### config.mk
export PLATFORM = sky130hd
export DESIGN_NAME = hack_cpu_ctrl_flat
export DESIGN_NICKNAME = d
export VERILOG_FILES = /design/src/rtl/hack_pkg.sv /design/src/rtl/hack_cpu_ctrl_if.sv /design/src/rtl/ALU.sv /design/src/rtl/hack_cpu_ctrl.sv /design/src/flat_wrapper.sv
export SDC_FILE = /design/constraint.sdc
export NUM_CORES = 1
export LEC_CHECK = 0
export CAP_MARGIN = 20
export CORE_MARGIN = 10
export CORE_UTILIZATION = 53
export DETAILED_ROUTE_END_ITERATION = 10
export PLACE_DENSITY = 0.88
export SLEW_MARGIN = 20
export SYNTH_ARGS = -nofsm -noshare
export SYNTH_HDL_FRONTEND = slang
export SYNTH_HIERARCHICAL = 1
export SYNTH_SLANG_ARGS = --single-unit
### constraint.sdc
create_clock -name clk -period 5.6 [get_ports clk]
set_input_delay 1.12 -clock clk [delete_from_list [all_inputs] [get_ports clk]]
set_output_delay 1.12 -clock clk [all_outputs]
set_load 0.05 [all_outputs]
### src/rtl/hack_pkg.sv
// hack_pkg: shared definitions for the Hack control core.
//   - WORD / PC_W   : data word width and program-counter width
//   - state_t       : control FSM states (FETCH / MREAD / EXEC)
//   - IR field bit positions for C-instructions
//     (111a cccccc ddd jjj)
package hack_pkg;

    localparam int WORD = 16;
    localparam int PC_W = 15;

    typedef enum logic [1:0] {
        ST_FETCH = 2'd0,
        ST_MREAD = 2'd1,
        ST_EXEC  = 2'd2
    } state_t;

    // Instruction field positions
    localparam int C_FLAG  = 15;
    localparam int A_BIT   = 12;
    localparam int COMP_HI = 11;
    localparam int COMP_LO = 6;
    localparam int DEST_HI = 5;
    localparam int DEST_LO = 3;
    localparam int JUMP_HI = 2;
    localparam int JUMP_LO = 0;

endpackage

### src/rtl/hack_cpu_ctrl_if.sv
// hack_cpu_ctrl_if: bundle of the instruction, data-memory and debug signals
// of the Hack control core.
//   master : the core (consumes instructions and read data, drives requests,
//            write strobe/data, pc and debug views)
//   slave  : the surrounding instruction/data memory system
interface hack_cpu_ctrl_if;
    import hack_pkg::*;

    logic [WORD-1:0] instr;
    logic            instr_valid;
    logic            instr_ready;
    logic [WORD-1:0] inM;
    logic            inM_valid;
    logic            mem_req;
    logic [PC_W-1:0] addressM;
    logic [WORD-1:0] outM;
    logic            writeM;
    logic [PC_W-1:0] pc;
    logic [WORD-1:0] dbg_a;
    logic [WORD-1:0] dbg_d;

    modport master (
        input  instr, instr_valid, inM, inM_valid,
        output instr_ready, mem_req, addressM, outM, writeM, pc, dbg_a, dbg_d
    );

    modport slave (
        output instr, instr_valid, inM, inM_valid,
        input  instr_ready, mem_req, addressM, outM, writeM, pc, dbg_a, dbg_d
    );

endinterface

### src/rtl/ALU.sv
// ALU: the Hack arithmetic/logic unit.
//   x, y            : 16-bit operands
//   zx nx zy ny f no: zero/negate x, zero/negate y, add (1) or and (0),
//                     negate output
//   out             : result
//   zr              : out == 0
//   ng              : out < 0 (two's complement)
module ALU (
    input  logic [15:0] x,
    input  logic [15:0] y,
    input  logic        zx,
    input  logic        nx,
    input  logic        zy,
    input  logic        ny,
    input  logic        f,
    input  logic        no,
    output logic [15:0] out,
    output logic        zr,
    output logic        ng
);

    logic [15:0] x_z, x_n, y_z, y_n, f_out;

    assign x_z   = zx ? 16'h0000 : x;
    assign x_n   = nx ? ~x_z : x_z;
    assign y_z   = zy ? 16'h0000 : y;
    assign y_n   = ny ? ~y_z : y_z;
    assign f_out = f ? (x_n + y_n) : (x_n & y_n);
    assign out   = no ? ~f_out : f_out;
    assign zr    = (out == 16'h0000);
    assign ng    = out[15];

endmodule

### src/rtl/hack_cpu_ctrl.sv
// hack_cpu_ctrl: multi-cycle Hack control core.
// Accepts instructions over instr/instr_valid/instr_ready, fetches M over
// mem_req/inM_valid for C-instructions with a=1, drives the ALU from the
// decoded comp field and updates A, D, PC and memory in a single EXEC cycle.
//   clk   : rising-edge clock
//   reset : asynchronous, active-high; clears all state
//   bus   : hack_cpu_ctrl_if.master (instruction, data memory, pc, debug)
module hack_cpu_ctrl
    import hack_pkg::*;
(
    input  logic            clk,
    input  logic            reset,
    hack_cpu_ctrl_if.master bus
);

    state_t          state_q, state_d;
    logic [WORD-1:0] a_q, a_d;
    logic [WORD-1:0] d_q, d_d;
    logic [WORD-1:0] m_q, m_d;
    logic [WORD-1:0] ir_q, ir_d;
    logic [PC_W-1:0] pc_q, pc_d;

    logic            accept;
    logic            is_c;
    logic [5:0]      comp;
    logic [2:0]      dest;
    logic [2:0]      jump;
    logic [WORD-1:0] alu_y;
    logic [WORD-1:0] alu_out;
    logic            alu_zr;
    logic            alu_ng;
    logic            jump_taken;
    logic            unused_ir_bits;

    // ------------------------------------------------------------------
    // Decode
    // ------------------------------------------------------------------
    assign accept = bus.instr_valid && bus.instr_ready;
    assign is_c   = ir_q[C_FLAG];
    assign comp   = ir_q[COMP_HI:COMP_LO];
    assign dest   = ir_q[DEST_HI:DEST_LO];
    assign jump   = ir_q[JUMP_HI:JUMP_LO];

    // Bits 14:13 of a C-instruction are fixed ones and carry no meaning.
    assign unused_ir_bits = ^ir_q[14:13];

    assign alu_y = ir_q[A_BIT] ? m_q : a_q;

    ALU u_alu (
        .x   (d_q),
        .y   (alu_y),
        .zx  (comp[5]),
        .nx  (comp[4]),
        .zy  (comp[3]),
        .ny  (comp[2]),
        .f   (comp[1]),
        .no  (comp[0]),
        .out (alu_out),
        .zr  (alu_zr),
        .ng  (alu_ng)
    );

    // jjj = {lt, eq, gt}; A-instructions never jump.
    assign jump_taken = is_c && ((jump[2] && alu_ng) ||
                                 (jump[1] && alu_zr) ||
                                 (jump[0] && !alu_ng && !alu_zr));

    // ------------------------------------------------------------------
    // FSM: state register
    // ------------------------------------------------------------------
    always_ff @(posedge clk or posedge reset) begin
        if (reset) begin
            state_q <= ST_FETCH;
        end else begin
            state_q <= state_d;
        end
    end

    // ------------------------------------------------------------------
    // FSM: next state
    // ------------------------------------------------------------------
    always_comb begin
        state_d = state_q;
        case (state_q)
            ST_FETCH: begin
                if (accept) begin
                    if (bus.instr[C_FLAG] && bus.instr[A_BIT]) begin
                        state_d = ST_MREAD;
                    end else begin
                        state_d = ST_EXEC;
                    end
                end
            end
            ST_MREAD: begin
                // No timeout: a read that never completes stalls the core.
                if (bus.inM_valid) begin
                    state_d = ST_EXEC;
                end
            end
            ST_EXEC:  state_d = ST_FETCH;
            default:  state_d = ST_FETCH;
        endcase
    end

    // ------------------------------------------------------------------
    // FSM: outputs
    // ------------------------------------------------------------------
    always_comb begin
        bus.instr_ready = 1'b0;
        bus.mem_req     = 1'b0;
        bus.writeM      = 1'b0;
        case (state_q)
            // Reset gates ready so nothing is accepted during reset.
            ST_FETCH: bus.instr_ready = !reset;
            ST_MREAD: bus.mem_req     = 1'b1;
            ST_EXEC:  bus.writeM      = is_c && dest[0];
            default: ;
        endcase
    end

    assign bus.addressM = a_q[PC_W-1:0];
    assign bus.outM     = alu_out;
    assign bus.pc       = pc_q;
    assign bus.dbg_a    = a_q;
    assign bus.dbg_d    = d_q;

    // ------------------------------------------------------------------
    // Datapath next-state
    // All EXEC updates read the pre-update A/D/PC, so AM=..., jumps to A
    // with A as a destination, and writes at the old A all behave.
    // ------------------------------------------------------------------
    always_comb begin
        a_d  = a_q;
        d_d  = d_q;
        m_d  = m_q;
        ir_d = ir_q;
        pc_d = pc_q;
        case (state_q)
            ST_FETCH: begin
                if (accept) begin
                    ir_d = bus.instr;
                end
            end
            ST_MREAD: begin
                if (bus.inM_valid) begin
                    m_d = bus.inM;
                end
            end
            ST_EXEC: begin
                if (!is_c) begin
                    a_d = ir_q;
                end else begin
                    if (dest[2]) a_d = alu_out;
                    if (dest[1]) d_d = alu_out;
                end
                // pc + 1 wraps naturally within PC_W bits.
                pc_d = jump_taken ? a_q[PC_W-1:0] : pc_q + PC_W'(1);
            end
            default: ;
        endcase
    end

    always_ff @(posedge clk or posedge reset) begin
        if (reset) begin
            a_q  <= '0;
            d_q  <= '0;
            m_q  <= '0;
            ir_q <= '0;
            pc_q <= '0;
        end else begin
            a_q  <= a_d;
            d_q  <= d_d;
            m_q  <= m_d;
            ir_q <= ir_d;
            pc_q <= pc_d;
        end
    end

endmodule

### src/flat_wrapper.sv
// flat-port wrapper written by rule: the top's interface ports become plain ports
module hack_cpu_ctrl_flat import hack_pkg::*;
  (clk, reset, bus_instr, bus_instr_valid, bus_inM, bus_inM_valid, bus_instr_ready, bus_mem_req, bus_addressM, bus_outM, bus_writeM, bus_pc, bus_dbg_a, bus_dbg_d);
  hack_cpu_ctrl_if bus_i ();
  input  logic clk;
  input  logic reset;
  input wire logic [$bits(bus_i.instr)-1:0] bus_instr;
  input wire logic [$bits(bus_i.instr_valid)-1:0] bus_instr_valid;
  input wire logic [$bits(bus_i.inM)-1:0] bus_inM;
  input wire logic [$bits(bus_i.inM_valid)-1:0] bus_inM_valid;
  output wire logic [$bits(bus_i.instr_ready)-1:0] bus_instr_ready;
  output wire logic [$bits(bus_i.mem_req)-1:0] bus_mem_req;
  output wire logic [$bits(bus_i.addressM)-1:0] bus_addressM;
  output wire logic [$bits(bus_i.outM)-1:0] bus_outM;
  output wire logic [$bits(bus_i.writeM)-1:0] bus_writeM;
  output wire logic [$bits(bus_i.pc)-1:0] bus_pc;
  output wire logic [$bits(bus_i.dbg_a)-1:0] bus_dbg_a;
  output wire logic [$bits(bus_i.dbg_d)-1:0] bus_dbg_d;
  assign bus_i.instr = bus_instr;
  assign bus_i.instr_valid = bus_instr_valid;
  assign bus_i.inM = bus_inM;
  assign bus_i.inM_valid = bus_inM_valid;
  assign bus_instr_ready = bus_i.instr_ready;
  assign bus_mem_req = bus_i.mem_req;
  assign bus_addressM = bus_i.addressM;
  assign bus_outM = bus_i.outM;
  assign bus_writeM = bus_i.writeM;
  assign bus_pc = bus_i.pc;
  assign bus_dbg_a = bus_i.dbg_a;
  assign bus_dbg_d = bus_i.dbg_d;
  hack_cpu_ctrl u_core (.clk(clk), .reset(reset), .bus(bus_i));
endmodule
## Word level (Yosys, flattened, before mapping)

Cells that the tools add are included.

| storage, ports and cells | value |
|---|---|
| flip-flop bits (word level) | 81 |
| output and inout port bits | 81 |
| logic and storage cells | 54 |

| operators by class | value |
|---|---|
| reductions and logical operators | 20 |
| bitwise operators | 4 |
| add/sub/neg operators | 2 |
| mux-type cells | 17 |
| equality and inequality tests | 5 |

Operator list:

| cell | number |
|---|---|
| 16-bit 2-to-1 mux | 9 |
| 16-bit NOT | 3 |
| 16-bit adder | 1 |
| 16-bit bitwise AND | 1 |
| 16-bit logical NOT | 1 |
| 15-bit by 1-bit adder with 15-bit output (second input constant) | 1 |
| 15-bit 2-to-1 mux | 1 |
| 1-bit logical AND | 8 |
| 2-bit AND reduction | 4 |
| 2-bit 2-to-1 mux | 3 |
| 2-bit inequality test (second input constant) | 2 |
| 2-bit case mux with 2 select lines | 1 |
| 1-bit logical NOT | 3 |
| 1-bit 2-to-1 mux | 3 |
| 3-bit AND reduction | 1 |
| 2-bit by 1-bit equality test with 1-bit output (second input constant) | 1 |
| 2-bit equality test (second input constant) | 1 |
| 2-bit logical NOT | 1 |
| 1-bit logical OR | 2 |
| 2-bit by 1-bit inequality test with 1-bit output (second input constant) | 1 |

## Depth between registers and ports, before layout

Gate-level depths: netlist of run 1.

| logic depth | value |
|---|---|
| depth in word-level cells | 14 |
| mapped depth | 19 |
| gate-level depth less buffers | 16 |

## By module

The synthesis of run 1 kept the hierarchy.

By module, submodules not included:

| module | times used | cells an instance | sequential area each (µm²) | area an instance (µm²) |
|---|---|---|---|---|
| hack_cpu_ctrl | 1 | 337 | 2,026.9 | 3,997.6 |
| ALU | 1 | 271 | 0.0 | 1,930.6 |

## Worst setup path after synthesis of run 1

No wires, ideal clock.

| timing path | value |
|---|---|
| kind | flip-flop to flip-flop |
| start point | reg u_core.ir_q[8] |
| end point | reg u_core.pc_q[11] (netlist: u_core/bus.pc[11]) |
| setup time | 0.132 ns |
| data required time | 5.468 ns |
| stages on the path, launching flop included | 18 |
| arrival | 5.046 ns |
| clock period less this slack | 5.177 ns |
| setup slack | 0.423 ns |
| cell sequence | dfrtp_1 > clkbuf_1 > clkbuf_1 > xnor2_1 > ha_1 > fa_1 > a211oi_1 > o21ai_1 > a2111oi_0 > nor3b_1 > xnor2_1 > or3_1 > a2111oi_2 > or3b_4 > a21o_4 > buf_6 > o221ai_1 > nand3_1 |

| on the way | value |
|---|---|
| longest elaborated chain between the ends | 11 |
| elaborated cells between the ends (all ways) | 17 |

RTL lines:

| what | RTL line | text |
|---|---|---|
| from (decl) | hack_cpu_ctrl.sv:20 | `logic [WORD-1:0] ir_q, ir_d;` |
| from (signal assigned) | hack_cpu_ctrl.sv:174 | `ir_q <= ir_d;` |
| 16-bit 2-to-1 mux * | ALU.sv:27 | `assign y_n = ny ? ~y_z : y_z;` |
| 16-bit adder / 16-bit bitwise AND (equally long branches) | ALU.sv:28 | `assign f_out = f ? (x_n + y_n) : (x_n & y_n);` |
| 16-bit 2-to-1 mux * | ALU.sv:28 |  |
| 16-bit NOT | ALU.sv:29 | `assign out = no ? ~f_out : f_out;` |
| 16-bit 2-to-1 mux * | ALU.sv:29 |  |
| via bus_outM[8] | flat_wrapper.sv:14 | `output wire logic [$bits(bus_i.outM)-1:0] bus_outM;` |
| 16-bit logical NOT * | ALU.sv:30 | `assign zr = (out == 16'h0000);` |
| via u_core.alu_zr | hack_cpu_ctrl.sv:30 | `logic alu_zr;` |
| 1-bit logical AND / 1-bit logical NOT (equally long branches) | hack_cpu_ctrl.sv:65, hack_cpu_ctrl.sv:66 |  |
| 1-bit logical OR / 1-bit logical AND (equally long branches) | hack_cpu_ctrl.sv:64, hack_cpu_ctrl.sv:66 |  |
| 1-bit logical OR * | hack_cpu_ctrl.sv:65 | `(jump[1] && alu_zr) \|\|` |
| 1-bit logical AND * | hack_cpu_ctrl.sv:64 | `assign jump_taken = is_c && ((jump[2] && alu_ng) \|\|` |
| 15-bit 2-to-1 mux * | hack_cpu_ctrl.sv:157 | `pc_d = jump_taken ? a_q[PC_W-1:0] : pc_q + PC_W'(1);` |
| to (signal assigned) | hack_cpu_ctrl.sv:175 | `pc_q <= pc_d;` |
| to (decl) | hack_cpu_ctrl.sv:21 | `logic [PC_W-1:0] pc_q, pc_d;` |

The timed path passes the listed nets; every way through them passes the cells marked *.
A chain may end at the register's enable or synchronous reset.

## Worst setup path after layout of run 1

| timing path | value |
|---|---|
| start point | reg u_core.ir_q[12] |
| end point | out bus_outM[11] |

| on the way | value |
|---|---|
| longest elaborated chain between the ends | 8 |
| elaborated cells between the ends (all ways) | 9 |

RTL lines:

| what | RTL line | text |
|---|---|---|
| 16-bit 2-to-1 mux * | hack_cpu_ctrl.sv:47 | `assign alu_y = ir_q[A_BIT] ? m_q : a_q;` |
| via u_core.alu_y[9] | hack_cpu_ctrl.sv:28 | `logic [WORD-1:0] alu_y;` |
| 16-bit 2-to-1 mux * | ALU.sv:26 | `assign y_z = zy ? 16'h0000 : y;` |
| 16-bit NOT | ALU.sv:27 |  |
| 16-bit 2-to-1 mux * | ALU.sv:27 |  |
| 16-bit adder * | ALU.sv:28 |  |
| 16-bit 2-to-1 mux * | ALU.sv:28 |  |
| 16-bit NOT | ALU.sv:29 |  |
| 16-bit 2-to-1 mux * | ALU.sv:29 |  |
| to (decl) | flat_wrapper.sv:14 |  |

Marks and branches as above.

==> qor.yml, run 1 <==
global_routing:
  antenna_found_initial: 0
  grt_usage_pct: 22.4
  gr-total-overflow: 0
  grt_max_degree: 47
  grt_pass1_wl_mm: 28.7
  grt_pass1_vias: 5183
timing:
  fin_crit_sh_pct: 96.7
  skew_ns: 0.0164
  tightest_slew_ns: 1.09
  slew_headroom_pct: 27.1
  finalSetupViolCount: 0
  final-hold-violation-count: 0
  period_needed_ns: 5.42
  setup-tns-final_ns: 0
  max_freq_mhz: 185
  rsz0062_at_grt: "false"
  slew_violations: 0
min_path:
  min_to: "u_core/m_q[9]"
  hp-class: "reg -> reg"
  whs_path_depth: 1
  holdCritStartpoint: "u_core/m_q[9]"
die:
  rows: 38
  die_h_um: 126
  fp.dieArea_um2: 15800
  die_width_um: 126
  start_util_pct: 54.4
  ios: 117
  coreArea_um2: 10900
synth:
  synth-edff-count: 0
  synthCells: 608
  synth_top_area_cell: "dfrtp_1"
  synthDistinctLibCells: 78
  yosys_warnings: 6
  synthArstFlopShare_pct: 100
  synth.avg_cell_area_um2: 9.75
  syn_area_um2: 5930
  synth.top_cell.area_share_pct: 34.2
  synth_nets: 662
  synth-seq-cells: 81
  synth-main-ff-cell: "dfrtp_1"
  ys_top_cells_by_area: "dfrtp_1, mux2_2, xnor2_1"
  yosysSeqAreaShare_pct: 34.2
routing:
  detail-route-antenna-nets: 0
  detail_route.first_pass.iterations: 5
  wire_per_inst_um: 21.5
  vias: 5117
  drt_iter0_drc: 392
  drc: 0
  routed_wl_mm: 18.1
  viasPerCell: 6.08
clocking:
  clk_latency_ns: 0.41
  htreeDepth: 3
  clk_path_buf_depth: 2
  path_clk_slew_ns: 0.10
  cts_sinks: 81
  cts_buffers: 9
  cts_hold_buf: 0
  cts_tree: "done"
  cts_root_buf: "clkbuf_8"
  post_cts_buffers: 0
placed_design:
  dp_hpwl_mm: 13.6
  placed_cell_area_um2: 7070
  io_buffers: 116
  place.gp.congestion: 0.875
setup_path:
  worstPathCellList: "buf_4, mux2_2, nand2b_1, xnor2_1, ha_1, inv_1, nor2_1, o41ai_1, a2111oi_1, or4_4, clkdlybuf4s50_1"
  worst-setup-path-type: "reg -> out"
  cpMaxStageDelayCell: "clkdlybuf4s50_1"
  r2r_slack_ns: 0.35
  reg2reg_from: "u_core/ir_q[12]"
  r2r-end: "u_core/bus.pc[14]"
  worst_path_largest_cell_delay_ns: 0.73
  crit_path_start_kind: "flip-flop"
  crit_fanout: 11
  arrival_ns: 4.30
  worstPathRequired_ns: 4.48
  cp-end-kind: "output port"
  ff2ff_path_depth: 16
flow_run:
  drv_cap: 0
finish:
  layout_commonest_cell: "clkdlybuf4s50_1"
  syn_to_final_growth_pct: 23.0
  layout_common_cells: "clkdlybuf4s50_1, dfrtp_1, mux2_2"
  fillers: 854
  postLayoutCellArea_um2: 7290
  n_antenna_cell: 0
  drive_gt1_share_pct: 17.7
  nets: 750
run_status:
  status: "complete, no violations"
-- repair_timing --
action	4_1_cts	5_1_grt
setup endpoints to repair	2	5
pin swaps	0	0
resized for setup	2	6
-- sequential cells by signal (all words and copies together) (netlist names) --
name and count:
u_core/m_q 16, u_core/state_q 2, u_core/ir_q 16, u_core/bus.dbg_a 16
u_core/bus.dbg_d 16, u_core/bus.pc 15
-- cells by family after synthesis --
group | count (synthesis) | synth area share [%]
flops | 81 | 34.2
compound gates | 119 | 15.3
fa+ha+maj | 18 | 3.93
mux | 87 | 16.0
buf+inv | 70 | 6.27
xor+xnor | 47 | 6.94
simple gates | 186 | 17.4
-- synthesized netlist by cell type, drive strengths merged (3+ instances only) --
cell / instances
nand3: 28
nor2: 30
o21ai: 16
ha: 17
nand2b: 36
nor4: 5
and2: 3
nand2: 25
a211oi: 8
a22oi: 3
and3: 9
dfrtp: 81
and4: 5
o22ai: 3
a2bb2oi: 7
o311ai: 3
mux2i: 26
nor3: 11
clkbuf: 16
or3: 6
o21a: 4
xnor2: 47
or4: 8
o221ai: 3
o211ai: 5
buf: 35
a31oi: 4
inv: 18
a21o: 6
a2111oi: 5
a21oi: 35
nand4: 10
mux2: 61
-- worst max-delay path by stage --
stage / startpoint / endpoint / cells past startpoint
final: u_core/ir_q[12] / bus_outM[11] / 11
after global routing: u_core/ir_q[12] / bus_outM[11] / 11
after CTS: u_core/ir_q[12] / bus_outM[6] / 11
after detailed placement: u_core/ir_q[12] / bus_outM[12] / 12
after global placement: u_core/ir_q[12] / bus_outM[13] / 12
after floorplan: u_core/ir_q[8] / u_core/bus.pc[11] / 17
-- cell type report --
class / instances / area (um^2) / share of cell area (%)
Inverter: 19 / 71.3 / 0.978
Sequential cell: 81 / 2030 / 27.8
Multi-Input combinational cell: 457 / 3530 / 48.5
Timing Repair Buffer: 128 / 1270 / 17.4
Clock buffer: 10 / 138 / 1.89
Tap cell: 140 / 175 / 2.40
Clock inverter: 6 / 81.3 / 1.12
-- critical path: cells and delay by family, from the launching register on --
| family | cells | cell delay (ns) |
|---|---|---|
| AO/OA/AOI/OAI | 2 | 0.54 |
| flip-flops | 1 | 0.57 |
| XOR/XNOR | 1 | 0.13 |
| adder cells (fa/ha/maj) | 1 | 0.30 |
| buffers and inverters | 3 | 1.17 |
| multiplexers | 1 | 0.35 |
| AND/OR/NAND/NOR | 3 | 0.82 |
-- routing by layer --
| metal | wire length [um] | track usage [%] | vias to the layer above |
|---|---|---|---|
| met2 | 9060 | 37.8 | 216 |
| met3 | 1170 | 6.33 | 44 |
| met1 | 7340 | 26.2 | 2471 |
| met5 | 0 | 0 | - |
| li1 | - | - | 2386 |
| met4 | 535 | 9.04 | 0 |
-- through the flow --
stage	std cells	setup slack (ns)	util [%]	hold WS, ns
floorplan	608	0.423	-	0.474
global placement	824	0.451	64.8	0.484
detailed placement	825	0.412	64.9	0.488
CTS	841	0.0826	66.9	0.513
global route	841	0.00187	67.0	0.546
finish	841	0.183	67.0	0.519
Power of run 1 is not shown: default switching activity piles up to over one toggle a cycle in this logic, so the estimate is an artifact.
==> inputs of run 2 (changes only) <==
- CORE_UTILIZATION: 53 -> 35
- PLACE_DENSITY: 0.88 -> not set
- clock period: 5.6 -> 6.1 ns (I/O delays scaled with it)
==> run 2 against run 1 <==
Worst setup slack improved by 0.15 ns; sequential share of layout area fell by 0.62 points; flip-flop and latch count did not move; critical path depth rose by 1; clock-buffer cell count did not move; via count fell by 2.2%; wire length rose by 1.9%; non-clock buffer count fell by 2; clock skew fell by 0.00067 ns; core utilization fell by 22 points; critical path type unchanged; largest cell class unchanged.
==> qor.yml, run 2 (synthesis gave the netlist of run 1 again) <==
clocking:
  cts_root_buf: "clkbuf_16"
  clk_path_buf_depth: 2
  cts_buffers: 9
  cts_hold_buf: 0
  clk_latency_ns: 0.35
  cts_tree: "done"
  cts_sinks: 81
  path_clk_slew_ns: 0.07
  htreeDepth: 3
timing:
  max_freq_mhz: 173
  tightest_slew_ns: 1.03
  fin_hold_ws_ns: 0.504
  finalSetupViolCount: 0
  slew_headroom_pct: 31.6
  rsz0062_at_grt: "false"
  period_needed_ns: 5.77
  skew_ns: 0.0157
  final-hold-violation-count: 0
  fin_crit_sh_pct: 94.6
  setup-tns-final_ns: 0
  slew_violations: 0
routing:
  routed_wl_mm: 18.5
  detail_route.first_pass.iterations: 6
  vias: 5004
  route.met2.wl_mm: 8.98
  wire_per_inst_um: 20.1
  highest_layer: "met4"
  wl_met3_mm: 1.01
  detail-route-antenna-nets: 0
  drt_iter0_drc: 306
  drc: 0
  wl_met1_mm: 8.19
  viasPerCell: 5.45
placed_design:
  dp_hpwl_mm: 14.1
  place.gp.congestion: 0.874
  io_buffers: 116
setup_path:
  crit_path_start_kind: "flip-flop"
  crit_family: "buffers and inverters"
  cp-end-kind: "output port"
  cp_num_buf_inv: 2
  crit_path_frequent_cell: "xnor2_1"
  crit_fanout: 13
  worstPathCellList: "buf_4, mux2_2, nand2b_1, xnor2_1, ha_1, nor3_1, o211ai_1, a31oi_1, o31a_1, o221ai_1, xnor2_1, clkdlybuf4s50_1"
  r2r_slack_ns: 0.81
  reg2reg_from: "u_core/ir_q[12]"
  worst_path_largest_cell_delay_ns: 0.89
  worst-setup-path-type: "reg -> out"
  cpMaxStageDelayCell: "clkdlybuf4s50_1"
  arrival_ns: 4.55
  worst-path-stages: 12
  worstPathRequired_ns: 4.88
  ff2ff_path_depth: 16
  r2r-end: "u_core/bus.pc[14]"
finish:
  nets: 748
  layout_commonest_cell: "clkdlybuf4s50_1"
  n_antenna_cell: 0
  layout_common_cells: "clkdlybuf4s50_1, dfrtp_1, mux2_2"
  syn_to_final_growth_pct: 25.8
  fillers: 1632
  drive_gt1_share_pct: 17.2
min_path:
  holdCritStartpoint: "u_core/m_q[15]"
  whs_path_depth: 1
  hp-class: "reg -> reg"
  min_to: "u_core/m_q[15]"
die:
  fp.dieArea_um2: 22500
  coreArea_um2: 16600
  rows: 47
  ios: 117
  start_util_pct: 35.7
  die_h_um: 150
  die_width_um: 150
global_routing:
  gr-total-overflow: 0
  grt_pass1_vias: 5196
  antenna_found_initial: 0
  grt_usage_pct: 16.5
  grt_pass1_wl_mm: 29.4
  grt_max_degree: 45
run_status:
  status: "complete, no violations"
flow_run:
  drv_cap: 0
## run 2: layout make-up
class	instances	area (um^2)	share of cell area, %
Clock buffer	10	239	3.20
Inverter	19	72.6	0.973
Multi-Input combinational cell	457	3530	47.4
Sequential cell	81	2030	27.2
Clock inverter	6	72.6	0.973
Timing Repair Buffer	126	1240	16.6
Tap cell	220	275	3.69
## run 2: metrics by stage
stage	setup WS, ns	utilization (%)	cell area (um^2)	std cells
floorplan	0.923	-	5930	608
global placement	0.598	43.1	7140	903
detailed placement	0.559	43.1	7140	903
CTS	0.184	44.9	7450	919
global route	0.0308	45.0	7460	919
finish	0.329	45.0	7460	919
## run 2: repair_timing
| item | CTS | global route |
|---|---|---|
| resized for setup | 0 | 1 |
| endpoints found under the hold margin | 0 | 0 |
| setup buffers | 0 | 0 |
| setup endpoints to repair | 0 | 1 |
## run 2: worst reg2reg max path: stages, from the launching register on
cell and delay (ns):
dfrtp_1 0.47, mux2_2 0.37, nand2b_1 0.10, xnor2_1 0.08
ha_1 0.25, fa_1 0.44, a21o_2 0.24, a2111oi_2 0.46
a211oi_1 0.23, o21ai_1 0.20, nand3_1 0.16, or4_1 0.60
a2111oi_2 0.47, a22oi_2 0.19, a21oi_2 0.52, o21ai_1 0.17
a211oi_2 0.24
## run 2: worst max-delay path by stage
stage	slack, ns	from	end
6_report	0.33	u_core/ir_q[12]	bus_outM[15]
5_1_grt	0.03	u_core/ir_q[12]	bus_outM[15]
4_1_cts	0.18	u_core/ir_q[12]	bus_outM[12]
3_5_place_dp	0.56	u_core/ir_q[12]	bus_outM[12]
3_3_place_gp	0.60	u_core/ir_q[11]	bus_outM[12]
2_1_floorplan	0.92	u_core/ir_q[8]	u_core/bus.pc[11]
## run 2: layer usage
layer / vias to the layer above / GRT usage [%]
li1: 2380 / -
met1: 2461 / 21.0
met2: 148 / 27.8
met3: 15 / 3.30
met4: 0 / 4.42
met5: - / 0
Power of run 2 is left out for the same reason.
